`src/rtl/hubris_io_pkg.sv`:
```
// Shared definitions for the Hubris console output path: serializer states
// and 8N1 framing constants.
package hubris_io_pkg;

    typedef enum logic [1:0] {
        IDLE,
        START,
        DATA,
        STOP
    } txState_e;

    localparam int   UART_FRAME_BITS = 10;
    localparam int   UART_DATA_BITS  = 8;
    localparam logic UART_IDLE_LEVEL = 1'b1;

endpackage

```
`src/rtl/byte_fifo.sv`:
```
// Circular byte buffer with a separate occupancy counter and a sticky
// overflow flag for pushes that arrive while the buffer is full.
module byte_fifo #(
    parameter int DEPTH = 64
) (
    input  logic                     clk,
    input  logic                     reset,
    input  logic                     push_i,
    input  logic [7:0]               pushData_i,
    input  logic                     pop_i,
    output logic [7:0]               popData_o,
    output logic                     full_o,
    output logic                     empty_o,
    output logic [$clog2(DEPTH):0]   count_o,
    output logic                     overflow_o
);
    localparam int AW = $clog2(DEPTH);
    localparam logic [AW:0] FULL_COUNT = (AW + 1)'(DEPTH);

    logic [7:0]    mem_q [DEPTH];
    logic [AW-1:0] wrPtr_q;
    logic [AW-1:0] rdPtr_q;
    logic [AW:0]   count_q;
    logic          overflow_q;
    logic          pushOk;
    logic          popOk;

    assign full_o     = (count_q == FULL_COUNT);
    assign empty_o    = (count_q == '0);
    assign count_o    = count_q;
    assign overflow_o = overflow_q;
    assign popData_o  = mem_q[rdPtr_q];

    // A full buffer rejects the push even when a pop frees a slot on the same edge.
    assign pushOk = push_i && !full_o;
    assign popOk  = pop_i && !empty_o;

    always_ff @(posedge clk or negedge reset) begin
        if (!reset) begin
            wrPtr_q    <= '0;
            rdPtr_q    <= '0;
            count_q    <= '0;
            overflow_q <= 1'b0;
        end else begin
            if (pushOk) wrPtr_q <= wrPtr_q + 1'b1;
            if (popOk)  rdPtr_q <= rdPtr_q + 1'b1;
            case ({pushOk, popOk})
                2'b10:   count_q <= count_q + 1'b1;
                2'b01:   count_q <= count_q - 1'b1;
                default: count_q <= count_q;
            endcase
            if (push_i && full_o) overflow_q <= 1'b1;
        end
    end

    always_ff @(posedge clk) begin
        if (pushOk) mem_q[wrPtr_q] <= pushData_i;
    end

endmodule

```
`src/rtl/io_output_uart_tx.sv`:
```
// Console output port: byte FIFO drained by an 8N1 UART serializer that
// chains queued frames back to back without an idle gap.
module io_output_uart_tx #(
    parameter int OUTPUT_BUFFER_BYTE_SIZE = 64,
    parameter int CLKS_PER_BIT            = 54
) (
    input  logic                                   clk,
    input  logic                                   reset,
    input  logic                                   wr_en,
    input  logic [7:0]                             wr_byte,
    output logic                                   full,
    output logic [$clog2(OUTPUT_BUFFER_BYTE_SIZE):0] count,
    output logic                                   overflow,
    output logic                                   busy,
    output logic                                   io_output_tx
);
    import hubris_io_pkg::*;

    localparam int BW = $clog2(CLKS_PER_BIT);
    localparam logic [BW-1:0] LAST_TICK = BW'(CLKS_PER_BIT - 1);
    localparam logic [2:0]    LAST_IDX  = 3'(UART_DATA_BITS - 1);

    txState_e      state_q;
    logic [BW-1:0] bitCnt_q;
    logic [2:0]    idx_q;
    logic [7:0]    shreg_q;
    logic          tx_q;
    logic          busy_q;

    logic          fifoEmpty;
    logic [7:0]    popData;
    logic          bitDone;
    logic          pop;

    byte_fifo #(
        .DEPTH(OUTPUT_BUFFER_BYTE_SIZE)
    ) u_fifo (
        .clk        (clk),
        .reset      (reset),
        .push_i     (wr_en),
        .pushData_i (wr_byte),
        .pop_i      (pop),
        .popData_o  (popData),
        .full_o     (full),
        .empty_o    (fifoEmpty),
        .count_o    (count),
        .overflow_o (overflow)
    );

    assign bitDone = (bitCnt_q == LAST_TICK);

    // Popping on the final stop tick lets the next start bit follow immediately.
    assign pop = !fifoEmpty && ((state_q == IDLE) || (state_q == STOP && bitDone));

    assign io_output_tx = tx_q;
    assign busy         = busy_q;

    always_ff @(posedge clk or negedge reset) begin
        if (!reset) begin
            state_q  <= IDLE;
            bitCnt_q <= '0;
            idx_q    <= '0;
            shreg_q  <= '0;
            tx_q     <= UART_IDLE_LEVEL;
            busy_q   <= 1'b0;
        end else begin
            case (state_q)
                IDLE: begin
                    bitCnt_q <= '0;
                    tx_q     <= UART_IDLE_LEVEL;
                    if (pop) begin
                        shreg_q <= popData;
                        tx_q    <= 1'b0;
                        busy_q  <= 1'b1;
                        state_q <= START;
                    end
                end
                START: begin
                    if (bitDone) begin
                        bitCnt_q <= '0;
                        idx_q    <= '0;
                        tx_q     <= shreg_q[0];
                        state_q  <= DATA;
                    end else begin
                        bitCnt_q <= bitCnt_q + 1'b1;
                    end
                end
                DATA: begin
                    if (bitDone) begin
                        bitCnt_q <= '0;
                        if (idx_q == LAST_IDX) begin
                            tx_q    <= UART_IDLE_LEVEL;
                            state_q <= STOP;
                        end else begin
                            idx_q   <= idx_q + 1'b1;
                            shreg_q <= shreg_q >> 1;
                            tx_q    <= shreg_q[1];
                        end
                    end else begin
                        bitCnt_q <= bitCnt_q + 1'b1;
                    end
                end
                STOP: begin
                    if (bitDone) begin
                        bitCnt_q <= '0;
                        if (pop) begin
                            shreg_q <= popData;
                            tx_q    <= 1'b0;
                            state_q <= START;
                        end else begin
                            busy_q  <= 1'b0;
                            state_q <= IDLE;
                        end
                    end else begin
                        bitCnt_q <= bitCnt_q + 1'b1;
                    end
                end
                default: state_q <= IDLE;
            endcase
        end
    end

endmodule
```
`config.mk`:
```
export PLATFORM = sky130hd
export DESIGN_NAME = io_output_uart_tx
export DESIGN_NICKNAME = d
export VERILOG_FILES = /design/src/rtl/hubris_io_pkg.sv /design/src/rtl/byte_fifo.sv /design/src/rtl/io_output_uart_tx.sv
export SDC_FILE = /design/constraint.sdc
export NUM_CORES = 1
export LEC_CHECK = 0
export CAP_MARGIN = 30
export CORE_MARGIN = 5
export CORE_UTILIZATION = 40
export CTS_CLUSTER_DIAMETER = 100
export DETAILED_ROUTE_END_ITERATION = 10
export SYNTH_ARGS = -nofsm -noshare
export SYNTH_HDL_FRONTEND = slang
export SYNTH_SLANG_ARGS = --single-unit
```
`constraint.sdc`:
```
create_clock -name clk -period 3.8 [get_ports clk]
set_input_delay 0.57 -clock clk [delete_from_list [all_inputs] [get_ports clk]]
set_output_delay 0.57 -clock clk [all_outputs]
set_load 0.02 [all_outputs]
```
==> metrics.md, run 1 <==
| Metric | Value |
|---|---|
| WL/cell | between 20 and 30 um |
| Largest family of logic cells by synthesized area | multiplexers |
| Max_cap viols | 0 |
| Synth Register Bits | 553 |
| Worst hold path class | primary input to async pin |
| Largest net degree at the start of global routing | 48 |
| Die area | approximately 60000 um2 |
| Mean Syn Cell Area | approximately 19 um2 |
| DR iter-0 viols | 1094 |
| N_diodes | 0 |
| Pre-antenna DRT Iters | 5 |
| Mapped Area | 22250 um2 |
| Reg-to-reg setup timing slack | 420 ps |
| Clk_lat worst skew | 620 ps |
| Routability Congestion | 0.8991 |
| Die height | 245.9 um |
| Ys async rst share | 7.414% |
| M1 GR Usage | between 20 and 30% |
| Synth area leaders | edfxtp_1, mux4_2, dfrtp_1 |
| Die X-Extent | 245.9 um |
| Port-buffer cells | 21 |
| Crit Path Max Fanout | 7 |
| M3 GR Usage | 3.826% |
| Num ports | 22 |
| Vias | 11737 |
| Post-CTS Resized | 0 |
| Endpoints failing setup | 0 |
| Synth Area in Compound Gates | 4.234% |
| Layout fillers | 4720 |
| Leak | roughly 8.5 nW |
| Layout Nets | 1340 |
| CP Capture Type | register |
| Fin Setup TNS | 0 ps |
| Most common cell after layout, fill and taps aside | edfxtp_1 |
| Sequential fraction of the synthesis area | 73.71% |
| Least-Margin Pin Slew | 925.3 ps |
| Drt total wl | 53550 um |
| Most area-hungry cell type in the Yosys netlist | edfxtp_1 |
| CTS root buffer | clkbuf_16 |
| CP cell instances | nor4_1, nand3_1, and2_1, inv_1, ha_1, inv_1, fa_1, nor2b_1, o21ai_1, a21boi_0, or4_1, nand3_1, xor2_1 |
| Post-Synthesis Cells | ~1200 |
| Crit path time final | 3379 ps |
| Clk_skew | 23.17 ps |
| Tot GR Track Use | between 10% and 20% |
| Crit path DAT | just under 4000 ps |
| Reg clk slew, reported paths | 60 ps |
| Row cnt | 86 |
| Layout area overhead | 15.00% |
| Final hold slack | roughly 310 ps |
| Simple-Gate Fraction of Synth Area | 4.942% |
| Mux contribution to synthesized area | approximately 14% |
| Worst setup SP type | register |
| Fraction of layout cells with a size suffix above 1 | roughly 22% |
| Adder-Cell Fraction of Synth Area | 1.046% |
| Pins Over Slew Limit | 0 |
| CP max stage cell | nor4_1 |
| Number of global-route vias before repair | 11824 |
| Vias/cell | 5.570 |
| CTS tree | yes |
| Crit path largest cell delay | roughly 460 ps |
| RSZ-0062 raised after global routing | false |
| Worst rel slew slack | 38.08% |
| Pwr Density | 723.4 nW/um2 |
| Post-place setup slack | 469.4 ps |
| Top cell type's share of synthesized area | 69.09% |
| Met2 GRT Util | 27.57% |
| Top FF cell, synth | edfxtp_1 |
| Fmax | 296.0 MHz |
| Initial Utilization | about two fifths |
| Postcts setup bufs | 0 |
| CTS Buf Count | 57 |
| Final Cycle Share | slightly below 90% |
| First-pass GRT wire length | 79550 um |
| Synth Warn # | 0 |
| Most frequent cells in the layout | edfxtp_1, mux4_2, nor2_1 |
| Peak VDD IR | 403.6 uV |
| CP required | 4300 ps |
| Post-synth EDFFs | around 510 |
| Clk buf depth | 3 |
| Xor/xnor share of the synthesized area | 0.7085% |
| Residual DRC count | 0 |
| Crit Path Class | register to register |
| H-tree Lvls | 2 |
| Routed Antenna Nets | 0 |
| Remaining global-route overflow | 0 |
| Mapped Nets | 1230 |
| Core footprint | 55090 um2 |
| Final Hold Viols | 0 |
| Setup ws final | 421.4 ps |
| Placed inst area | around 24000 um2 |
| Run status | completed |
| DPL Wire Length | 34440 um |
| Design area | between 20000 and 30000 um2 |
| Count of unique library cells instantiated by Yosys | 61 |
| Initial antenna violation count | 0 |
| TritonCTS Sinks | 553 |
| Top Usage Layer GRT | met2 |
==> metal layers <==
metal,share of wire (%),wire [um],vias up
met5,0,0,-
met2,47,25080,443
met4,2.6,1378,0
li1,-,-,5079
met1,43,23050,6127
met3,7.5,4034,88
==> report_power, final <==
group | internal (mW) | switching, mW
clock network | 3.09 | 2.33
registers | 7.05 | 0.589
logic | 2.34 | 3.11
total | 12.5 | 6.03
==> repair_timing <==
action,4_1_cts,5_1_grt
endpoints found under the setup margin,0,0
hold buffers,0,1
hold endpoints to repair,0,3
==> state kept, by name, indices dropped and copies added, names as in the netlist <==
signal and cells:
u_fifo.mem_q 512, shreg_q 8, u_fifo.count_o 7, bitCnt_q 6
u_fifo.rdPtr_q 6, u_fifo.wrPtr_q 6, idx_q 3, state_q 2
busy 1, io_output_tx 1, u_fifo.overflow_o 1
==> final timing paths <==
kind / from / to / depth (start not counted)
worst min register to register: u_fifo.overflow_o / u_fifo.overflow_o / 1
worst max-delay path: u_fifo.count_o[5] / u_fifo.count_o[6] / 13
max in group asynchronous: reset / io_output_tx / 3
worst max register to register: u_fifo.count_o[5] / u_fifo.count_o[6] / 13
worst min-delay path: reset / u_fifo.count_o[2] / 2
min in group clk: u_fifo.overflow_o / u_fifo.overflow_o / 1
==> layout make-up <==
cell class	count	area [um2]	share of cell area, %
flip-flops and latches	553	16410	64.13
multi-input cells	572	5445	21.28
clock buffers	70	1496	5.848
well taps	748	935.9	3.657
repair buffers	113	924.6	3.613
clock inverters	37	324.1	1.266
inverters	14	52.55	0.2054
==> worst max-delay path: cells and delay by family (launching register included) <==
family,cells,cell delay (ps)
compound gates,2,430
flops,1,410
xor+xnor,1,150
simple gates,6,1250
fa+ha+maj,2,750
buf+inv,2,270
==> stage by stage <==
step | utilization, % | cells | total power [mW]
finish | 46.45 | 2107 | 18.51
global route | 46.45 | 2107 | 19.31
CTS | 46.39 | 2105 | 18.60
detailed placement | 43.09 | 1998 | 13.19
global placement | 43.07 | 1997 | 13.13
floorplan | - | 1201 | 11.23
==> synthesized netlist by cell type, drive strengths merged (4+ instances only) <==
library cell and count:
o21ai 16, a31oi 10, mux4 107, and3 6
and2 7, nor2 99, nand3b 4, a21oi 20
buf 30, mux2i 58, nor2b 13, nand2b 8
a21o 4, edfxtp 512, inv 13, nand2 44
clkbuf 32, xnor2 12, o211ai 4, a22o 10
dfrtp 40, nor3 9, a22oi 38, ha 17
nand4 13, xor2 6, a32oi 6, nand3 18
==> logic make-up after synthesis <==
| family | count (synthesis) |
|---|---|
| flops | 553 |
| fa+ha+maj | 18 |
| mux | 167 |
| compound gates | 133 |
| xor+xnor | 18 |
| buf+inv | 76 |
| simple gates | 236 |
Note: power is estimated with default switching activity, not from simulation.
==> run 2, diff against run 1 <==
GPL_ROUTABILITY_DRIVEN = 1   (was unset)
==> results of run 2 <==
Final layout, timing and power as in run 1 (identical DEF).
==> run 3, diff against run 2 <==
PLACE_DENSITY = 0.64   (was unset)
SLEW_MARGIN = 20   (was unset)
==> run 3 against run 2 <==
  * Non-clock buffer count fell by 10
  * Die area did not move
  * Global-route usage fell by 0.58 points
  * Highest routed layer unchanged
==> metrics.md, run 3 (synthesis results as in run 1) <==
| Metric | Value |
|---|---|
| Die area | 60450 um2 (unchanged) |
| DPL Wire Length | 32830 um (-4.7%) |
| DR iter-0 viols | 1189 (+8.7%) |
| Largest net degree at the start of global routing | 70 (+46%) |
| Placed inst area | 23640 um2 (-0.40%) |
| Final hold slack | 378.1 ps (+66.89 ps) |
| CTS tree | yes |
| H-tree Lvls | 2 (unchanged) |
| RSZ-0062 raised after global routing | false |
| Worst setup SP type | register |
| Row cnt | 86 (unchanged) |
| Crit path from | u_fifo.count_o[5] |
| CTS root buffer | clkbuf_16 |
| Max_cap viols | 0 (unchanged) |
| Clk_lat worst skew | 600 ps (-20 ps) |
| CP required | 4320 ps (+20 ps) |
| Endpoints failing setup | 0 (unchanged) |
| Layout area overhead | 14.44% |
| Fmax | 299.7 MHz (+1.2%) |
| Pwr Total | 18.23 mW (-1.5%) |
| Worst rel slew slack | 34.78% (-3.3 points) |
| Pre-antenna DRT Iters | 5 (unchanged) |
| Port-buffer cells | 21 (unchanged) |
| Residual DRC count | 0 (unchanged) |
| Worst hold path class | primary input to async pin |
| Crit path DAT | 3850 ps (-30 ps) |
| Reg clk slew, reported paths | 60 ps (about the same) |
| Crit Path Max Fanout | 7 (unchanged) |
| Vias/cell | 5.595 (+0.44%) |
| Crit path time final | 3337 ps (-41.68 ps) |
| Peak VDD IR | 457.8 uV (+13%) |
| CP Capture Type | register |
| Leak | 8.406 nW (-0.92%) |
| Vias | 11682 (-0.47%) |
| Layout Nets | 1328 (-0.90%) |
| N_diodes | 0 (unchanged) |
| Final Hold Viols | 0 (unchanged) |
| Pwr Density | 715.8 nW/um2 (-1.0%) |
| Least-Margin Pin Slew | 978.3 ps (+52.96 ps) |
| Die X-Extent | 245.9 um (unchanged) |
| Core footprint | 55090 um2 (unchanged) |
| Pins Over Slew Limit | 0 (unchanged) |
| Clk_skew | 22.29 ps (-0.8711 ps) |
| Crit Path Class | register to register |
| TritonCTS Sinks | 553 (unchanged) |
| Final Cycle Share | 87.81% (-1.1 points) |
| Clk buf depth | 3 (unchanged) |
| Initial antenna violation count | 0 (unchanged) |
| Fin Setup TNS | 0 ps (unchanged) |
| Most common cell after layout, fill and taps aside | edfxtp_1 |
| Run status | completed |
| Fraction of layout cells with a size suffix above 1 | 20.97% (-1.1 points) |
| WL/cell | 24.91 um (-2.0%) |
| Biggest register | u_fifo.mem_q |
| First-pass GRT wire length | 77580 um (-2.5%) |
| CTS Buf Count | 55 (-3.5%) |
| Most frequent cells in the layout | edfxtp_1, mux4_2, nor2_1 |
| Max reg flops | 512 (unchanged) |
| Routability Congestion | 0.8913 (-0.87%) |
| Num ports | 22 (unchanged) |
| Routed Antenna Nets | 0 (unchanged) |
| Layout fillers | 4685 (-0.74%) |
| Remaining global-route overflow | 0 (unchanged) |
| Design area | 25470 um2 (-0.48%) |
| Die height | 245.9 um (unchanged) |
| Initial Utilization | 40.39% (unchanged) |
| Number of global-route vias before repair | 11862 (+0.32%) |
| Worst r2r src | u_fifo.count_o[5] |
| Drt total wl | 52010 um (-2.9%) |
| Tot GR Track Use | 17.18% (-0.58 points) |
## run 3: path summary, 6_finish.rpt
path / endpoint / slack, ps / cells after the start
max in group asynchronous: io_output_tx / 2900 / 3
hold reg to reg: u_fifo.overflow_o / 470 / 1
min in group clk: u_fifo.mem_q[43][7] / 410 / 1
setup / recovery: u_fifo.count_o[6] / 460 / 11
setup reg to reg: u_fifo.count_o[6] / 460 / 11
hold / removal: u_fifo.wrPtr_q[2] / 380 / 2
## run 3: report_power, final
| group | switching, mW | total [mW] | internal, mW |
|---|---|---|---|
| combinational | 3.08 | 5.38 | 2.30 |
| clock | 2.21 | 5.32 | 3.11 |
| sequential | 0.469 | 7.53 | 7.06 |
## run 3: timing repair
| action | CTS | global route |
|---|---|---|
| buffers inserted | 0 | 0 |
| resized for setup | 0 | 0 |
| hold endpoints to repair | 0 | 9 |
| hold buffers | 0 | 1 |
## run 3: layout make-up
class | instances | area, um2 | share of cell area [%]
Clock buffer | 63 | 1406 | 5.523
Clock inverter | 35 | 345.3 | 1.356
Inverter | 14 | 52.55 | 0.2064
Multi-Input combinational cell | 572 | 5445 | 21.38
Sequential cell | 553 | 16410 | 64.44
Tap cell | 748 | 935.9 | 3.675
Timing Repair Buffer | 103 | 870.8 | 3.420
## run 3: metal layers
layer,GRT usage [%],wire [um],up-vias
li1,-,-,5029
met1,24.22,22020,6094
met2,26.56,24050,450
met3,4.043,4207,109
met4,5.875,1722,0
met5,0,0,-
## run 3: per-stage QoR
stage / utilization (%) / setup WS [ps] / cells
6_report: 46.22 / 463.0 / 2088
5_1_grt: 46.22 / 161.8 / 2088
4_1_cts: 46.10 / 489.8 / 2084
3_5_place_dp: 42.92 / 384.7 / 1986
3_3_place_gp: 42.92 / 478.6 / 1986
2_1_floorplan: - / 683.5 / 1201
## run 3: critical path: stages (launching register included)
cell      delay [ps]
dfrtp_1          410
nor4_1           470
nand3b_1         300
a21boi_2         250
ha_1             300
ha_1             350
nor2b_1          140
o21ai_1          140
a21boi_0         170
or4_1            490
nand3_1          110
xor2_1           140
